`src/rtl/eq_band_gain_mixer_pkg.sv`:
```
// Shared types and constants for the band-gain mixer: bus widths, gain format,
// the mixer FSM encoding and the output saturation helper.
package eq_pkg;

    localparam int NUM_BANDS      = 10;
    localparam int DATA_W         = 24;
    localparam int GAIN_W         = 12;
    localparam int ACC_W          = 41;
    localparam int IDX_W          = 4;
    localparam int GAIN_FRAC_BITS = 10;

    localparam logic [GAIN_W-1:0]       UNITY_GAIN = 12'h400;
    localparam logic [IDX_W-1:0]        BAND_COUNT = 4'd10;
    localparam logic signed [ACC_W-1:0] ROUND_BIAS = 41'sd512;
    localparam logic signed [ACC_W-1:0] SAT_MAX    = 41'sd8388607;
    localparam logic signed [ACC_W-1:0] SAT_MIN    = -41'sd8388608;

    typedef enum logic [1:0] {
        IDLE = 2'd0,
        ACC  = 2'd1,
        OUT  = 2'd2
    } eq_state_t;

    // Clamp a wide signed value into the signed DATA_W output range.
    function automatic logic signed [DATA_W-1:0] sat_data(input logic signed [ACC_W-1:0] val);
        logic signed [DATA_W-1:0] res;
        if (val > SAT_MAX) begin
            res = 24'sh7FFFFF;
        end else if (val < SAT_MIN) begin
            res = 24'sh800000;
        end else begin
            res = val[DATA_W-1:0];
        end
        return res;
    endfunction

endpackage

```
`src/rtl/eq_band_gain_mixer_gain_bank.sv`:
```
// Double-buffered per-band gain storage: writes land in the pending bank, the
// commit strobe copies pending (including a same-edge write) into the active bank.
module eq_gain_bank
    import eq_pkg::*;
(
    input  logic              clk,
    input  logic              rst,
    input  logic              we,
    input  logic [IDX_W-1:0]  addr,
    input  logic [GAIN_W-1:0] wdata,
    input  logic              commit,
    input  logic [IDX_W-1:0]  rd_idx,
    output logic [GAIN_W-1:0] rd_gain
);

    logic [GAIN_W-1:0] pending_r      [NUM_BANDS];
    logic [GAIN_W-1:0] active_r       [NUM_BANDS];
    logic [GAIN_W-1:0] pending_next_s [NUM_BANDS];

    // Pending bank after this edge's write; out-of-range addresses match no entry.
    always_comb begin
        for (int k = 0; k < NUM_BANDS; k++) begin
            pending_next_s[k] = pending_r[k];
            if (we && (addr == IDX_W'(k))) begin
                pending_next_s[k] = wdata;
            end else begin
                pending_next_s[k] = pending_r[k];
            end
        end
    end

    // Indexed read of the active bank for the MAC.
    always_comb begin
        rd_gain = UNITY_GAIN;
        if (rd_idx < BAND_COUNT) begin
            rd_gain = active_r[rd_idx];
        end else begin
            rd_gain = UNITY_GAIN;
        end
    end

    // Pending and active bank registers.
    always_ff @(posedge clk) begin
        if (rst) begin
            for (int k = 0; k < NUM_BANDS; k++) begin
                pending_r[k] <= UNITY_GAIN;
                active_r[k]  <= UNITY_GAIN;
            end
        end else begin
            for (int k = 0; k < NUM_BANDS; k++) begin
                pending_r[k] <= pending_next_s[k];
                if (commit) begin
                    active_r[k] <= pending_next_s[k];
                end
            end
        end
    end

endmodule

```
`src/rtl/eq_band_gain_mixer.sv`:
```
// Ten-band gain mixer: captures the band samples on a strobe, accumulates
// band*gain with one shared MAC over ten cycles, then emits a rounded, saturated sample.
module eq_band_gain_mixer
    import eq_pkg::*;
(
    input  logic                        clk,
    input  logic                        rst,
    input  logic                        sample_valid,
    input  logic [NUM_BANDS*DATA_W-1:0] band_in,
    input  logic                        gain_we,
    input  logic [3:0]                  gain_addr,
    input  logic [GAIN_W-1:0]           gain_data,
    output logic [DATA_W-1:0]           audio_out,
    output logic                        out_valid,
    output logic                        busy,
    output logic                        overrun
);

    localparam logic [IDX_W-1:0] LAST_IDX = 4'd9;

    eq_state_t                  state_r;
    eq_state_t                  state_next_s;
    logic signed [DATA_W-1:0]   hold_r [NUM_BANDS];
    logic [IDX_W-1:0]           idx_r;
    logic signed [ACC_W-1:0]    acc_r;
    logic [GAIN_W-1:0]          gain_s;
    logic signed [DATA_W-1:0]   band_s;
    logic signed [DATA_W+GAIN_W:0] product_s;
    logic signed [ACC_W-1:0]    rounded_s;
    logic                       capture_s;

    assign capture_s = (state_r == IDLE) && sample_valid;

    eq_gain_bank u_gain_bank (
        .clk     (clk),
        .rst     (rst),
        .we      (gain_we),
        .addr    (gain_addr),
        .wdata   (gain_data),
        .commit  (capture_s),
        .rd_idx  (idx_r),
        .rd_gain (gain_s)
    );

    // Next-state logic for the capture / accumulate / output sequence.
    always_comb begin
        state_next_s = state_r;
        case (state_r)
            IDLE: begin
                if (sample_valid) begin
                    state_next_s = ACC;
                end else begin
                    state_next_s = IDLE;
                end
            end
            ACC: begin
                if (idx_r == LAST_IDX) begin
                    state_next_s = OUT;
                end else begin
                    state_next_s = ACC;
                end
            end
            OUT:     state_next_s = IDLE;
            default: state_next_s = IDLE;
        endcase
    end

    // MAC datapath: gain is zero-extended so Q2.10 values above 2.0 stay positive.
    always_comb begin
        band_s = '0;
        if (idx_r < BAND_COUNT) begin
            band_s = hold_r[idx_r];
        end else begin
            band_s = '0;
        end
        product_s = band_s * $signed({1'b0, gain_s});
        rounded_s = (acc_r + ROUND_BIAS) >>> GAIN_FRAC_BITS;
    end

    // State, holding register, accumulator and registered outputs.
    always_ff @(posedge clk) begin
        if (rst) begin
            state_r   <= IDLE;
            idx_r     <= '0;
            acc_r     <= '0;
            audio_out <= '0;
            out_valid <= 1'b0;
            busy      <= 1'b0;
            overrun   <= 1'b0;
            for (int k = 0; k < NUM_BANDS; k++) begin
                hold_r[k] <= '0;
            end
        end else begin
            state_r   <= state_next_s;
            out_valid <= 1'b0;
            case (state_r)
                IDLE: begin
                    if (sample_valid) begin
                        for (int k = 0; k < NUM_BANDS; k++) begin
                            hold_r[k] <= band_in[k*DATA_W +: DATA_W];
                        end
                        acc_r <= '0;
                        idx_r <= '0;
                        busy  <= 1'b1;
                    end
                end
                ACC: begin
                    acc_r <= acc_r + ACC_W'(product_s);
                    idx_r <= idx_r + 4'd1;
                    if (sample_valid) begin
                        overrun <= 1'b1;
                    end
                end
                OUT: begin
                    audio_out <= sat_data(rounded_s);
                    out_valid <= 1'b1;
                    busy      <= 1'b0;
                    if (sample_valid) begin
                        overrun <= 1'b1;
                    end
                end
                default: begin
                    busy <= 1'b0;
                end
            endcase
        end
    end

endmodule

```
`config.mk`:
```
export PLATFORM = sky130hd
export DESIGN_NAME = eq_band_gain_mixer
export DESIGN_NICKNAME = d
export VERILOG_FILES = /design/src/rtl/eq_band_gain_mixer_pkg.sv /design/src/rtl/eq_band_gain_mixer_gain_bank.sv /design/src/rtl/eq_band_gain_mixer.sv
export SDC_FILE = /design/constraint.sdc
export NUM_CORES = 2
export LEC_CHECK = 0
export BUFFER_PORTS_ARGS = -buffer_cell sky130_fd_sc_hd__buf_2
export CORE_MARGIN = 2
export CORE_UTILIZATION = 40
export CTS_CLUSTER_DIAMETER = 60
export DETAILED_ROUTE_END_ITERATION = 12
export PLACE_DENSITY = 0.57
export SYNTH_ARGS = -nofsm -noshare
export SYNTH_HDL_FRONTEND = slang
export SYNTH_SLANG_ARGS = --single-unit
```
`constraint.sdc`:
```
create_clock -name clk -period 27.9 [get_ports clk]
set_input_delay 4.185 -clock clk [delete_from_list [all_inputs] [get_ports clk]]
set_output_delay 4.185 -clock clk [all_outputs]
set_load 0.1 [all_outputs]
```
==> results.txt <==
----------------------------------------------------
[Status]
  Outcome ... finished clean

[Synthesis]
  Cell variety after synth ... 69
  Post-synthesis instance total ... 3,262
  Sequential element share of the synthesized area ... 41.64%
  Nets in the synthesized netlist ... 3,923
  Synthesized area per cell ... 10.88 um^2
  Portion of netlist area occupied by mux cells ... 9.250%
  Largest family of logic cells by synthesized area ... adder cells
  Async set-or-reset flop fraction in the synthesized netlist ... 0%
  Number of synthesized register bits ... 558
  Basic-gate share of the synthesized area counting and, or, nand and nor cells ... 14.99%
  Compound-cell area share of the yosys netlist ... 5.526%
  Xor-xnor portion of the synthesized cell area ... 1.456%
  Number of synthesized flops with an enable pin ... 360
  Syn. warnings ... 0
  Post-Synthesis Cell Area ... 0.03548 mm^2
  Adder-cell area share of the yosys netlist ... 20.49%
  Ys flop type ... sky130_fd_sc_hd__edfxtp_1

[Worst setup path]
  Kind of end point of the critical path ... flip-flop
  Largest fanout on the critical path ... 91
  Max stage delay on crit path ... 0.81 ns
  Data arrival time of the worst path ... 10.15 ns
  Depth of the worst register-to-register path ... 26
  Crit path launch type ... flip-flop
  Required time of the critical path ... 28.41 ns
  Cell occurring most often along the worst timing path ... sky130_fd_sc_hd__fa_1
  Critical path class ... reg2reg
  R2r endpoint ... acc_r[40]
  WP buf/inv ... 5
  Flop2flop setup slack ... 18.26 ns
  Cell family with the largest share of critical-path delay ... adder cells
  Master of the slowest instance on the critical path ... sky130_fd_sc_hd__a2111oi_0

[STA]
  Time the worst path needs with I/O delays and setup ... 9.638 ns
  Max-slew headroom at the worst pin ... 17.62%
  Setup repair after global routing missed its margin ... no
  Min Hold Slack ... 0.4618 ns
  Transition at the pin with the smallest max-transition slack ... 1.236 ns
  Final setup vio count ... 0
  Fin. Hold Viols ... 0
  Final number of max-transition violations ... 0
  Final period utilization ... 34.54%
  Minimum setup slack in the final design ... 18.26 ns
  F_max ... 103.8 MHz
  Worst Skew ... 0.04619 ns
  Setup_tns ... 0 ns

[Pwr]
  Leakage power total ... 17.34 nW
  Sequential share of power ... 31.1%
  Fraction of power spent switching nets ... 38.00%
  IR drop worst, VDD ... 0.00005065 V
  Sum of internal, switching and leakage power ... 3.163 mW
  Fraction of power consumed by the clock network ... 25.9%
  Combinational cell fraction of total power ... 43.0%
  PwrDens ... 78.73 mW/mm^2
  Cell-internal power ... 1.961 mW
  NetSw ... 1.202 mW

[Drt]
  1st-iter DRT viols ... 1,953
  Post-route antenna net violation count ... 0
  WL per Instance ... 19.97 um
  Via-per-instance ratio ... 5.057
  DRC violation count after routing ... 0
  Via total after detailed routing ... 23.80k
  Post-detailed-routing wire length ... 94,020 um
  First drt pass iteration count ... 5

[Placed design]
  Post-place instance area ... 0.03812 mm^2
  Worst slack after detailed placement ... 18.22 ns
  Final HPWL from detailed placement ... 68,930 um
  Routability-driven placement congestion ratio ... 0.9536
  Port buffer count ... 286
  Placed cells ... 4,583

[Final layout]
  Utilization of the core after routing ... 45.60%
  Filler instances ... 8,403
  Final nets ... 4,142
  Post-layout instance count excluding filler cells ... 4,707
  Design area ... 0.04017 mm^2
  Layout overhead on the synthesized area ... 13.23%
  Fraction of layout cells with a size suffix above 1 ... 15.88%

[Worst hold path]
  Hold EP ... u_gain_bank.pending_r[0][94]
  Worst Hold Depth ... 2
  Source of the worst hold timing path ... u_gain_bank.pending_r[0][94]
  Hold Path Class ... reg2reg

[Global routing]
  Global-route wire length before repair ... 146,700 um
  Global router's overall resource usage ... 21.01%
  Gr ovfl total ... 0
  Pin count of the biggest net entering global routing ... 241
  Number of global-route vias before repair ... 24.85k
  Number of antenna violations at the first check in global routing ... 18

[Floorplanning]
  Number of top-level pins ... 287
  Die Span X ... 301.8 um
  Cell row count ... 109
  Core Box Area ... 0.08810 mm^2
  Initial cell density of the core ... 40.27%
  Die boundary height ... 301.8 um
  Die Outline Area ... 0.09110 mm^2

[Clock network]
  Clock Tree Root ... sky130_fd_sc_hd__clkbuf_16
  Clock buffer depth ... 3
  Clock transition at the registers of the reported paths ... 0.06 ns
  CTS H-tree depth ... 2
  TritonCTS Sinks ... 558
  Number of buffers added for setup after CTS ... 0
  Insertion delay of the later-clocked pin in the worst-skew pair ... 0.67 ns
  Clock buffer count from CTS ... 61
  CTS tree ... built
  Number of buffers inserted for hold repair after clock tree synthesis ... 0
  Post-cts gate resize count ... 0

[Flow run]
  Max-cap violations ... 0

----------------------------------------------------
## how the worst max path moves through the flow
stage	depth (start not counted)	endpoint	from	slack, ns
floorplan	4	hold_r[0][0]	sample_valid	14.51
global placement	27	acc_r[40]	flip-flop	18.29
detailed placement	27	acc_r[40]	flip-flop	18.22
CTS	27	acc_r[40]	flip-flop	18.17
global route	27	acc_r[38]	flip-flop	17.65
finish	26	acc_r[40]	flip-flop	18.26
## synth_stat cells, types with 16 or more instances
master,count,share of area [%]
sky130_fd_sc_hd__buf_1,17,0.18
sky130_fd_sc_hd__xnor2_1,44,1.1
sky130_fd_sc_hd__nor2b_1,34,0.60
sky130_fd_sc_hd__mux2i_1,149,4.2
sky130_fd_sc_hd__edfxtp_1,360,30
sky130_fd_sc_hd__fa_1,300,17
sky130_fd_sc_hd__inv_1,438,4.6
sky130_fd_sc_hd__nand2b_1,23,0.41
sky130_fd_sc_hd__mux4_2,72,4.6
sky130_fd_sc_hd__ha_1,101,3.6
sky130_fd_sc_hd__nand2_1,243,2.6
sky130_fd_sc_hd__a21oi_1,77,1.1
sky130_fd_sc_hd__nor2_1,346,3.7
sky130_fd_sc_hd__o21ai_0,60,0.85
sky130_fd_sc_hd__dfxtp_1,198,11
sky130_fd_sc_hd__a211oi_1,27,0.57
sky130_fd_sc_hd__nand3_1,28,0.39
sky130_fd_sc_hd__a22oi_1,16,0.34
sky130_fd_sc_hd__clkbuf_1,137,1.4
sky130_fd_sc_hd__and2_1,252,4.4
sky130_fd_sc_hd__a21o_1,19,0.40
sky130_fd_sc_hd__a211oi_2,20,0.71
sky130_fd_sc_hd__and3_1,17,0.30
sky130_fd_sc_hd__nor3_1,123,1.7
## final cells by class
type,count,area [um^2],area share [%]
multi-input cells,2092,18410,45.83
diodes,10,25.02,0.06229
inverters,439,1648,4.102
clock buffers,82,1668,4.151
well taps,1165,1458,3.628
clock inverters,32,362.8,0.9032
flip-flops and latches,558,14790,36.81
repair buffers,329,1814,4.516
## tightest hold or removal path: cells and delay by family, from the launching register on
kind	cells	cell delay, ns
mux	1	0.06
flops	1	0.30
simple gates	1	0.07
## flip-flops by register name, summed over array words and instances, names as in the netlist, named ones only
register,count
out_valid,1
busy,1
hold_r,240
state_r,2
audio_out,24
u_gain_bank.active_r,120
idx_r,4
overrun,1
acc_r,41
u_gain_bank.pending_r,120
## layer usage
layer | global-route usage [%] | vias up | share of wire (%)
li1 | - | 11220 | -
met1 | 27.29 | 11760 | 42
met2 | 36.16 | 644 | 49
met3 | 2.844 | 179 | 5.0
met4 | 7.214 | 2 | 3.5
met5 | 0 | - | 0.0074
## power by group through the flow
stage               registers, mW  logic, mW  clock network (mW)
global route                0.991       1.56               0.869
global placement             1.00       1.36                   0
CTS                         0.984       1.37               0.837
detailed placement           1.00       1.36                   0
finish                      0.984       1.36               0.818
floorplan                   0.999       1.04                   0
## cell usage in the layout (no fill, tap or decap), types with 10 or more instances in the layout
master	instances
sky130_fd_sc_hd__inv_1	438
sky130_fd_sc_hd__edfxtp_1	360
sky130_fd_sc_hd__nor2_1	345
sky130_fd_sc_hd__fa_1	300
sky130_fd_sc_hd__buf_2	285
sky130_fd_sc_hd__and2_1	252
sky130_fd_sc_hd__nand2_1	241
sky130_fd_sc_hd__dfxtp_1	194
sky130_fd_sc_hd__mux2i_1	149
sky130_fd_sc_hd__nor3_1	122
sky130_fd_sc_hd__ha_1	101
sky130_fd_sc_hd__a21oi_1	76
sky130_fd_sc_hd__mux4_2	72
sky130_fd_sc_hd__clkbuf_16	63
sky130_fd_sc_hd__o21ai_0	55
sky130_fd_sc_hd__xnor2_1	44
sky130_fd_sc_hd__buf_4	39
sky130_fd_sc_hd__nor2b_1	33
sky130_fd_sc_hd__nand3_1	28
sky130_fd_sc_hd__a211oi_1	27
sky130_fd_sc_hd__nand2b_1	23
sky130_fd_sc_hd__a211oi_2	20
sky130_fd_sc_hd__a21o_1	19
sky130_fd_sc_hd__and3_1	17
sky130_fd_sc_hd__clkbuf_1	17
sky130_fd_sc_hd__a22oi_1	16
sky130_fd_sc_hd__mux2_2	15
sky130_fd_sc_hd__xor2_1	15
sky130_fd_sc_hd__or2_2	13
sky130_fd_sc_hd__clkinv_1	11
sky130_fd_sc_hd__diode_2	10
## logic make-up (layout without fill, tap and decap cells)
family,Yosys count,after routing
other,0,10
and+or+nand+nor,1109,1109
adders and majority gates,401,401
xor gates and xnor gates,59,59
AOI/OAI and AO/OA,287,287
buffers and inverters,612,882
DFF,558,558
muxes,236,236
(Power assumes the default switching activity.)
